===== src/rtl/lane_stripe_ctrl.sv =====
// lane_stripe_ctrl: stripes a byte stream across 1..NUM_LANES lanes.
// Ordered Set bytes are broadcast to all active lanes, and a partial stripe
// is closed with PAD (K23.7) before an OS is sent.
// Optional feature macro: SKP_INSERT_EN (periodic SKP ordered-set insertion).

// One lane of the assembly buffer plus its output-stripe mux.
module lane_stripe_slot #(
  parameter int DW = 8
) (
  input  logic          clk_i,
  input  logic          wr,
  input  logic [DW-1:0] din,
  input  logic          kin,
  input  logic          act,
  input  logic          bcast,
  input  logic [DW-1:0] bc_d,
  input  logic          bc_k,
  input  logic          pad,
  output logic [DW-1:0] out_d,
  output logic          out_k
);
  logic [DW-1:0] asm_d;
  logic          asm_k;

  // Assembly holding register; contents are don't-care until written, so no reset.
  always_ff @(posedge clk_i) begin
    if (wr) begin
      asm_d <= din;
      asm_k <= kin;
    end
  end

  // Lane content of a stripe that would load this cycle.
  always_comb begin
    out_d = asm_d;
    out_k = asm_k;
    if (!act) begin
      out_d = '0;
      out_k = 1'b0;
    end else if (bcast) begin
      out_d = bc_d;
      out_k = bc_k;
    end else if (wr) begin
      out_d = din;
      out_k = kin;
    end else if (pad) begin
      out_d = DW'(8'hF7);
      out_k = 1'b1;
    end
  end
endmodule

module lane_stripe_ctrl #(
  parameter int NUM_LANES    = 16,
  parameter int DATA_WIDTH   = 8,
  parameter int SKP_INTERVAL = 1180
) (
  input  logic                            clk_i,
  input  logic                            rst_i,
  input  logic [2:0]                      link_width_i,
  input  logic [DATA_WIDTH-1:0]           data_i,
  input  logic                            data_k_i,
  input  logic                            data_os_i,
  input  logic                            data_valid_i,
  output logic                            data_ready_o,
  output logic [NUM_LANES*DATA_WIDTH-1:0] lane_data_o,
  output logic [NUM_LANES-1:0]            lane_k_o,
  output logic [NUM_LANES-1:0]            lane_active_o,
  output logic                            lane_os_o,
  output logic                            lane_valid_o,
  input  logic                            lane_ready_i
);
  localparam int          IW    = 5;
  localparam logic [2:0]  LOG_L = 3'($clog2(NUM_LANES));

  typedef enum logic [1:0] {
    S_FILL = 2'd0,
    S_PAD  = 2'd1
`ifdef SKP_INSERT_EN
    , S_SKP = 2'd2
`endif
  } st_t;

  st_t                                 st, nxt;
  logic [IW-1:0]                       idx, idx_nxt, w_m1;
  logic [2:0]                          w_log, w_eff, lw_clamp;
  logic                                out_free, last, load, bcast, os_out, pad_sel, acc_data;
  logic [DATA_WIDTH-1:0]               bc_d;
  logic                                bc_k;
  logic [NUM_LANES-1:0]                wr_vec, act_vec, pad_vec;
  logic [NUM_LANES-1:0][DATA_WIDTH-1:0] stripe_d;
  logic [NUM_LANES-1:0]                stripe_k;
  logic                                skp_go;

  assign out_free = !lane_valid_o | lane_ready_i;
  assign lw_clamp = (link_width_i > LOG_L) ? LOG_L : link_width_i;
  // Width may only follow link_width_i at a stripe boundary; otherwise it is locked.
  assign w_eff    = (st == S_FILL && idx == '0) ? lw_clamp : w_log;
  assign w_m1     = IW'((6'd1 << w_eff) - 6'd1);
  assign last     = (idx == w_m1);

`ifdef SKP_INSERT_EN
  logic [15:0] skp_cnt;
  logic [1:0]  skp_n;
  logic        last_os, mid_os, skp_issue;
  assign mid_os = last_os & data_valid_i & data_os_i &
                  !(data_k_i && data_i == DATA_WIDTH'(8'hBC));
  assign skp_go = (st == S_FILL) && (skp_cnt == 16'(SKP_INTERVAL)) &&
                  (idx == '0) && !mid_os;
`else
  logic unused_skp;
  assign unused_skp = ^16'(SKP_INTERVAL);
  assign skp_go     = 1'b0;
`endif

  // Per-lane control vectors.
  always_comb begin
    for (int i = 0; i < NUM_LANES; i++) begin
      act_vec[i] = (IW'(i) <= w_m1);
      pad_vec[i] = pad_sel && (IW'(i) >= idx);
      wr_vec[i]  = acc_data && (IW'(i) == idx);
    end
  end

  for (genvar g = 0; g < NUM_LANES; g++) begin : g_lane
    lane_stripe_slot #(.DW(DATA_WIDTH)) u_slot (
      .clk_i (clk_i),
      .wr    (wr_vec[g]),
      .din   (data_i),
      .kin   (data_k_i),
      .act   (act_vec[g]),
      .bcast (bcast),
      .bc_d  (bc_d),
      .bc_k  (bc_k),
      .pad   (pad_vec[g]),
      .out_d (stripe_d[g]),
      .out_k (stripe_k[g])
    );
  end

  // Next-state, handshake and stripe-load decode.
  always_comb begin
    nxt          = st;
    idx_nxt      = idx;
    data_ready_o = 1'b0;
    load         = 1'b0;
    bcast        = 1'b0;
    bc_d         = '0;
    bc_k         = 1'b0;
    os_out       = 1'b0;
    pad_sel      = 1'b0;
    acc_data     = 1'b0;
`ifdef SKP_INSERT_EN
    skp_issue    = 1'b0;
`endif
    case (st)
      S_FILL: begin
        if (skp_go) begin
`ifdef SKP_INSERT_EN
          if (out_free) begin
            load      = 1'b1;
            bcast     = 1'b1;
            bc_d      = DATA_WIDTH'(8'hBC);
            bc_k      = 1'b1;
            os_out    = 1'b1;
            skp_issue = 1'b1;
            nxt       = S_SKP;
          end
`endif
        end else if (data_os_i) begin
          if (idx == '0) begin
            data_ready_o = out_free;
            if (data_valid_i && out_free) begin
              load   = 1'b1;
              bcast  = 1'b1;
              bc_d   = data_i;
              bc_k   = data_k_i;
              os_out = 1'b1;
            end
          end else if (data_valid_i) begin
            nxt = S_PAD;
          end
        end else begin
          data_ready_o = !last | out_free;
          if (data_valid_i && data_ready_o) begin
            acc_data = 1'b1;
            if (last) begin
              load    = 1'b1;
              idx_nxt = '0;
            end else begin
              idx_nxt = idx + IW'(1);
            end
          end
        end
      end
      S_PAD: begin
        pad_sel = 1'b1;
        if (out_free) begin
          load    = 1'b1;
          idx_nxt = '0;
          nxt     = S_FILL;
        end
      end
`ifdef SKP_INSERT_EN
      S_SKP: begin
        if (out_free) begin
          load      = 1'b1;
          bcast     = 1'b1;
          bc_d      = DATA_WIDTH'(8'h1C);
          bc_k      = 1'b1;
          os_out    = 1'b1;
          skp_issue = 1'b1;
          if (skp_n == 2'd3) nxt = S_FILL;
        end
      end
`endif
      default: nxt = S_FILL;
    endcase
    if (rst_i) data_ready_o = 1'b0;
  end

  // State, index, width and output stripe register.
  always_ff @(posedge clk_i) begin
    if (rst_i) begin
      st            <= S_FILL;
      idx           <= '0;
      w_log         <= '0;
      lane_valid_o  <= 1'b0;
      lane_data_o   <= '0;
      lane_k_o      <= '0;
      lane_os_o     <= 1'b0;
      lane_active_o <= NUM_LANES'(1);
    end else begin
      st    <= nxt;
      idx   <= idx_nxt;
      w_log <= w_eff;
      if (load) begin
        lane_valid_o  <= 1'b1;
        lane_data_o   <= stripe_d;
        lane_k_o      <= stripe_k;
        lane_os_o     <= os_out;
        lane_active_o <= act_vec;
      end else if (lane_ready_i) begin
        lane_valid_o  <= 1'b0;
      end
    end
  end

`ifdef SKP_INSERT_EN
  // SKP interval counter, burst position and OS-continuation tracking.
  always_ff @(posedge clk_i) begin
    if (rst_i) begin
      skp_cnt <= '0;
      skp_n   <= '0;
      last_os <= 1'b0;
    end else begin
      if (data_valid_i && data_ready_o) last_os <= data_os_i;
      if (skp_issue) begin
        skp_n <= (st == S_FILL) ? 2'd1 : skp_n + 2'd1;
        if (st == S_FILL) skp_cnt <= '0;
      end else if (load && skp_cnt != 16'(SKP_INTERVAL)) begin
        skp_cnt <= skp_cnt + 16'd1;
      end
    end
  end
`endif
endmodule


===== config.mk =====
export PLATFORM = sky130hd
export DESIGN_NAME = lane_stripe_ctrl
export DESIGN_NICKNAME = d
export VERILOG_FILES = /design/src/rtl/lane_stripe_ctrl.sv
export SDC_FILE = /design/constraint.sdc
export NUM_CORES = 1
export LEC_CHECK = 0
export CAP_MARGIN = 20
export CORE_ASPECT_RATIO = 0.6
export CORE_MARGIN = 2
export CORE_UTILIZATION = 35
export CTS_BUF_LIST = sky130_fd_sc_hd__clkbuf_4
export DETAILED_ROUTE_END_ITERATION = 16
export GPL_TIMING_DRIVEN = 0
export SETUP_SLACK_MARGIN = 0.02
export SLEW_MARGIN = 10
export SYNTH_ARGS = -nofsm -noshare
export SYNTH_HDL_FRONTEND = slang
export SYNTH_SLANG_ARGS = --single-unit

===== constraint.sdc =====
create_clock -name clk_i -period 5 [get_ports clk_i]
set_clock_uncertainty 0.15 [all_clocks]
set_input_delay 1 -clock clk_i [delete_from_list [all_inputs] [get_ports clk_i]]
set_output_delay 1 -clock clk_i [all_outputs]
set_load 0.1 [all_outputs]

* Word level (Yosys, flattened, before mapping) *
Cells that the tools add are included.

operators by class
  $add $sub $neg = 2
  reductions and logical operators = 43
  equal/unequal tests = 23
  shift operators = 1
  muxes and demuxes = 167
  bitwise gates (word level) = 2
  magnitude comparators = 33

operators with widths
  operator             number
  $mux 8               68
  $mux 1               86
  $eq 4x5->1 const A   8
  $ge 4x5->1 const A   8
  $le 4x5->1 const A   8
  $logic_and 1x1->1    35
  $eq 3x5->1 const A   4
  $ge 3x5->1 const A   4
  $le 3x5->1 const A   4
  $mux 5               4
  $eq 2x5->1 const A   2
  $ge 1x5->1 const A   2
  $ge 2x5->1 const A   2
  $le 1x5->1 const A   2
  $le 2x5->1 const A   2
  $ne 2x2->1 const B   5
  $pmux 5 s2           1
  $mux 2               4
  $reduce_and 4->1     2
  $mux 3               2
  $add 5x1->5 const B  1
  $eq 1x5->1 const A   1
  $eq 5x5->1           1
  $logic_not 5->1      1
  11 further kinds     14

word-level totals
  logic and storage cells = 311
  input bits = 17
  output and inout port bits = 163
  register bits after elaboration = 316

* Longest topological paths before layout *
  word-level depth = 16
  depth in mapped cells = 22
  mapped depth without buffers = 15

* Modules after synthesis *
Synthesis repeated with hierarchy kept, for this count alone.

second synthesis, totals
  cell total of the unflattened synthesis = 1640
  area, all modules = 15821.4 µm²

by module, submodules not included
  module            sequential area each (µm²)  instances  cells an instance  area each (µm²)
  lane_stripe_slot  270.3                       16         44                 525.5
  lane_stripe_ctrl  3423.3                      1          936                7413.4

* Least setup slack after synthesis *
OpenSTA, ideal clock, no wires.

  path kind = flip-flop to output port
  start point = reg idx[1]
  end point = out data_ready_o
  path slack = -1.437 ns
  cell stages (with the launch flop) = 16
  buffers on the path = 1
  arrival = 5.287 ns
  cells stage by stage = dfxtp_1 clkbuf_1 inv_1 ha_1 nand2b_1 nor2_2 o31ai_1 inv_1 ha_1 nor2b_1 a31oi_1 a311oi_2 a31oi_4 nor2_1 o32a_1 nor3_1

on the way
  cells in the longest elaborated chain, start to end = 11
  elaborated cells on any way between the ends = 12

ends and longest elaborated chain
  item                    line     source
  from (decl)             85       logic [IW-1:0] idx, idx_nxt, w_m1;
  from (signal assigned)  235      idx <= idx_nxt;
  $logic_not 5->1         98, 171
  $logic_and 1x1->1       98       assign w_eff = (st == S_FILL && idx == '0) ? lw_clamp : w_log;
  $mux 3                  98
  $shl 1x3->5             99       assign w_m1 = IW'((6'd1 << w_eff) - 6'd1);
  $sub 5x1->5             99
  $eq 5x5->1              100      assign last = (idx == w_m1);
  $logic_not 1->1         184      data_ready_o = !last | out_free;
  $or 1x1->1              184
  $mux 1 *                170      end else if (data_os_i) begin
  $mux 1 *                156      case (st)
  $mux 1 *                219      if (rst_i) data_ready_o = 1'b0;
  to (decl)               65       output logic data_ready_o,

Mark *: on every way between the ends. The rest lies on a longest branch, timed or not.

* Final worst setup path *
  start point = in link_width_i[2]
  end point = out data_ready_o

on the way
  cells in the longest elaborated chain, start to end = 11

ends and longest elaborated chain
  item               line  source
  from (decl)        60    input logic [2:0] link_width_i,
  $gt 3x3->1         96    assign lw_clamp = (link_width_i > LOG_L) ? LOG_L : link_width_i;
  $mux 3 *           96
  $mux 3 *           98
  $shl 1x3->5 *      99
  $sub 5x1->5 *      99
  $eq 5x5->1 *       100
  $logic_not 1->1 *  184
  $or 1x1->1 *       184
  $mux 1 *           170
  $mux 1 *           156
  $mux 1 *           219

Marked as above.

==> reports/metrics.cfg <==
[critical_path]
cp.depth=12
cp.arrival_ns=3.95
slowest_stage=clkdlybuf4s50_1
crit_top_cell=nor3_4
required_ns=3.85
start_kind=primary input
path_class=in2out
cp-end-kind=output port
path_delay_family=simple AND/OR/NAND/NOR gates
cp_cell_sequence=clkdlybuf4s50_1 > or3b_4 > nor3_4 > o21ai_4 > ha_4 > clkbuf_4 > o41a_1 > nand4_1 > nor2_1 > o32a_1 > nor3_4 > buf_12
slowest_delay_ns=0.49
crit_fanout=10
critPathBufInv=3
r2r.worst_path.cells=17
regToRegSetupSlack_ns=0.22

[floorplanning]
dieArea_sq_um=37620
die_y_um=151.0
std_cell_rows=53
core_sq_um=35280
ioPinCount=180
start_util=0.3575
die_x_um=249.1

[drt]
first_pass_iters=7
ant_nets=0
routedWlPerCell_um=22.05
via_per_inst=5.444
drtIter0Drc=966
routed_wl_mm=43.96
drc=0
via_count=10860

[synthesis]
synthFlopType=dfxtp_1
synthArstFlopShare=0
yosysTopAreaCell=edfxtp_1
synth_edf_count=144
ys_seq_area_frac=0.6142
synth.area.top_cells=edfxtp_1 (34%), dfxtp_1 (27%), nand2_1 (5.9%), nor2_1 (3.2%), o31ai_1 (3.0%)
yosys.cell_types.count=70
postSynthCellCount=1175
synth_nets=1199
synth_warnings=0
ys_ff_latch=315
synth_top_area_share=0.3428
synthesis.area_sq_um=12610
syn_area_per_cell_sq_um=10.73

[status]
violations=setup timing
status=finished with violations

[timing]
hold_violations=0
drv_slew=0
max-slew-margin-rel=0.2082
rsz0062_at_grt=yes
holdWs_ns=0.2920
worst_pin_slew_ns=1.184
min_period_over_period=1.020
max_freq_ghz=0.1960
final-setup-viol-count=1
layout_setup_ws_ns=-0.1014
min_period_ns=5.101

[grt]
grtUsageTotal=0.2320
overflow=0
grt_pass1_vias=10260
grt_pass1_wl_mm=64.65
grt_max_degree=21
antenna_found_initial=1

[finish]
most-common-layout-cells=nand2_1 (197), clkdlybuf4s50_1 (177), dfxtp_1 (168)
area_growth_pct=31.13
drive_gt1_frac=0.1645
finalNetCount=1490
final_common_cell=nand2_1

[clock_tree]
cts.clk_slew.worst_paths_ns=0.06
cts_sinks=315
cts_buffers=77
clock-root-buffer=clkbuf_4
clockBufferDepth=3
clock_latency_ns=0.77
h-tree-depth=3
cts_tree=built

[min_path]
hp-class=reg2reg
holdPathStages=2

[placement]
gp_congestion=0.8947
hpwl_mm=30.47
io_buffers=178

[flow_run]
cap_violations=0

[power]
power_w=0.006701
leakagePower_nw=6.029
ir_drop_uv=201.4
p_per_area_nw_per_um2=405.1

-- worst paths after layout --
kind                   startpoint               to
setup / recovery  link_width_i[2]     data_ready_o
setup reg to reg           idx[1]  lane_data_o[78]
hold / removal    lane_data_o[78]  lane_data_o[78]
hold reg to reg   lane_data_o[78]  lane_data_o[78]
-- final cells by class --
type	count	area, sq um
fill	3328	18740
sequential	315	7759
multi-input combinational	757	4671
timing repair buffer	214	2059
clock buffer	122	915.9
tap	467	584.3
buffer	80	357.8
clock inverter	17	96.34
inverter	21	93.84
antenna	1	2.502
-- metrics by stage --
step           utilization  instances  setup slack [ns]  cell area [sq um]  TNS [ns]
2_1_floorplan            -       1175           0.02511              12650         0
3_3_place_gp        0.4257       1820            -1.429              15020   -120.20
3_5_place_dp        0.4270       1823            -1.425              15060   -101.50
4_1_cts             0.4640       1980           -0.1269              16370   -0.1269
5_1_grt             0.4688       1994           -0.1905              16540   -0.1905
6_report            0.4688       1994           -0.1014              16540   -0.1014
-- kinds of logic after synthesis --
| kind of cell | synth area share |
|---|---|
| buf+inv | 0.03313 |
| flops | 0.6142 |
| mux | 0.01210 |
| simple gates | 0.1631 |
| fa+ha+maj | 0.006943 |
| xor+xnor | 0.002777 |
| compound gates | 0.1677 |
-- registers in the layout, summed over array words and instances (netlist names) --
signal,flops
w_log,3
st,1
lane_active_o,16
g_lane.u_slot.asm_d,128
lane_k_o,16
lane_data_o,128
idx,5
lane_valid_o,1
lane_os_o,1
g_lane.u_slot.asm_k,16
-- timing repair --
item,in CTS,in global routing
pin swaps,12,15
endpoints found under the setup margin,218,36
setup buffers,18,14
hold buffers,0,0
gates resized for setup,48,18
-- worst register-to-register path, stage by stage, from the launching register on --
cell      delay, ns
dfxtp_4        0.38
inv_8          0.07
ha_4           0.14
buf_6          0.11
or3b_4         0.39
nor3_4         0.24
o21ai_4        0.10
ha_4           0.21
or3_1          0.39
o221ai_2       0.16
a21boi_2       0.24
a31oi_4        0.07
buf_4          0.20
o31a_1         0.29
buf_4          0.19
nor4_2         0.86
o221ai_1       0.39
nand2_1        0.12
-- metal layers --
metal | global-route usage | vias up | routed length, um
met5 | 0 | - | 0
met4 | 0.06867 | 0 | 735
met3 | 0.06376 | 61 | 4231
met2 | 0.3401 | 529 | 18790
met1 | 0.3337 | 5298 | 20200
li1 | - | 4967 | -
-- cells in the mapped netlist, types with 10 or more instances --
cell type,count
clkbuf_1,47
nand2b_1,10
dfxtp_1,171
o21ai_1,13
o31ai_1,51
o221ai_1,32
nor2_1,108
nor4_1,19
mux2i_1,13
buf_2,22
o22ai_1,39
or2_2,10
edfxtp_1,144
and3b_1,25
a22o_1,11
nand2_1,198
nor3_1,14
a21oi_1,28
inv_1,21
o21ai_0,59
buf_1,12
-- power breakdown --
group / switching, W / internal (W)
Sequential: 0.0000773 / 0.00280
Clock: 0.00105 / 0.00116
Combinational: 0.00123 / 0.000379
Total: 0.00236 / 0.00434
Note: power is estimated with default switching activity, not from simulation.
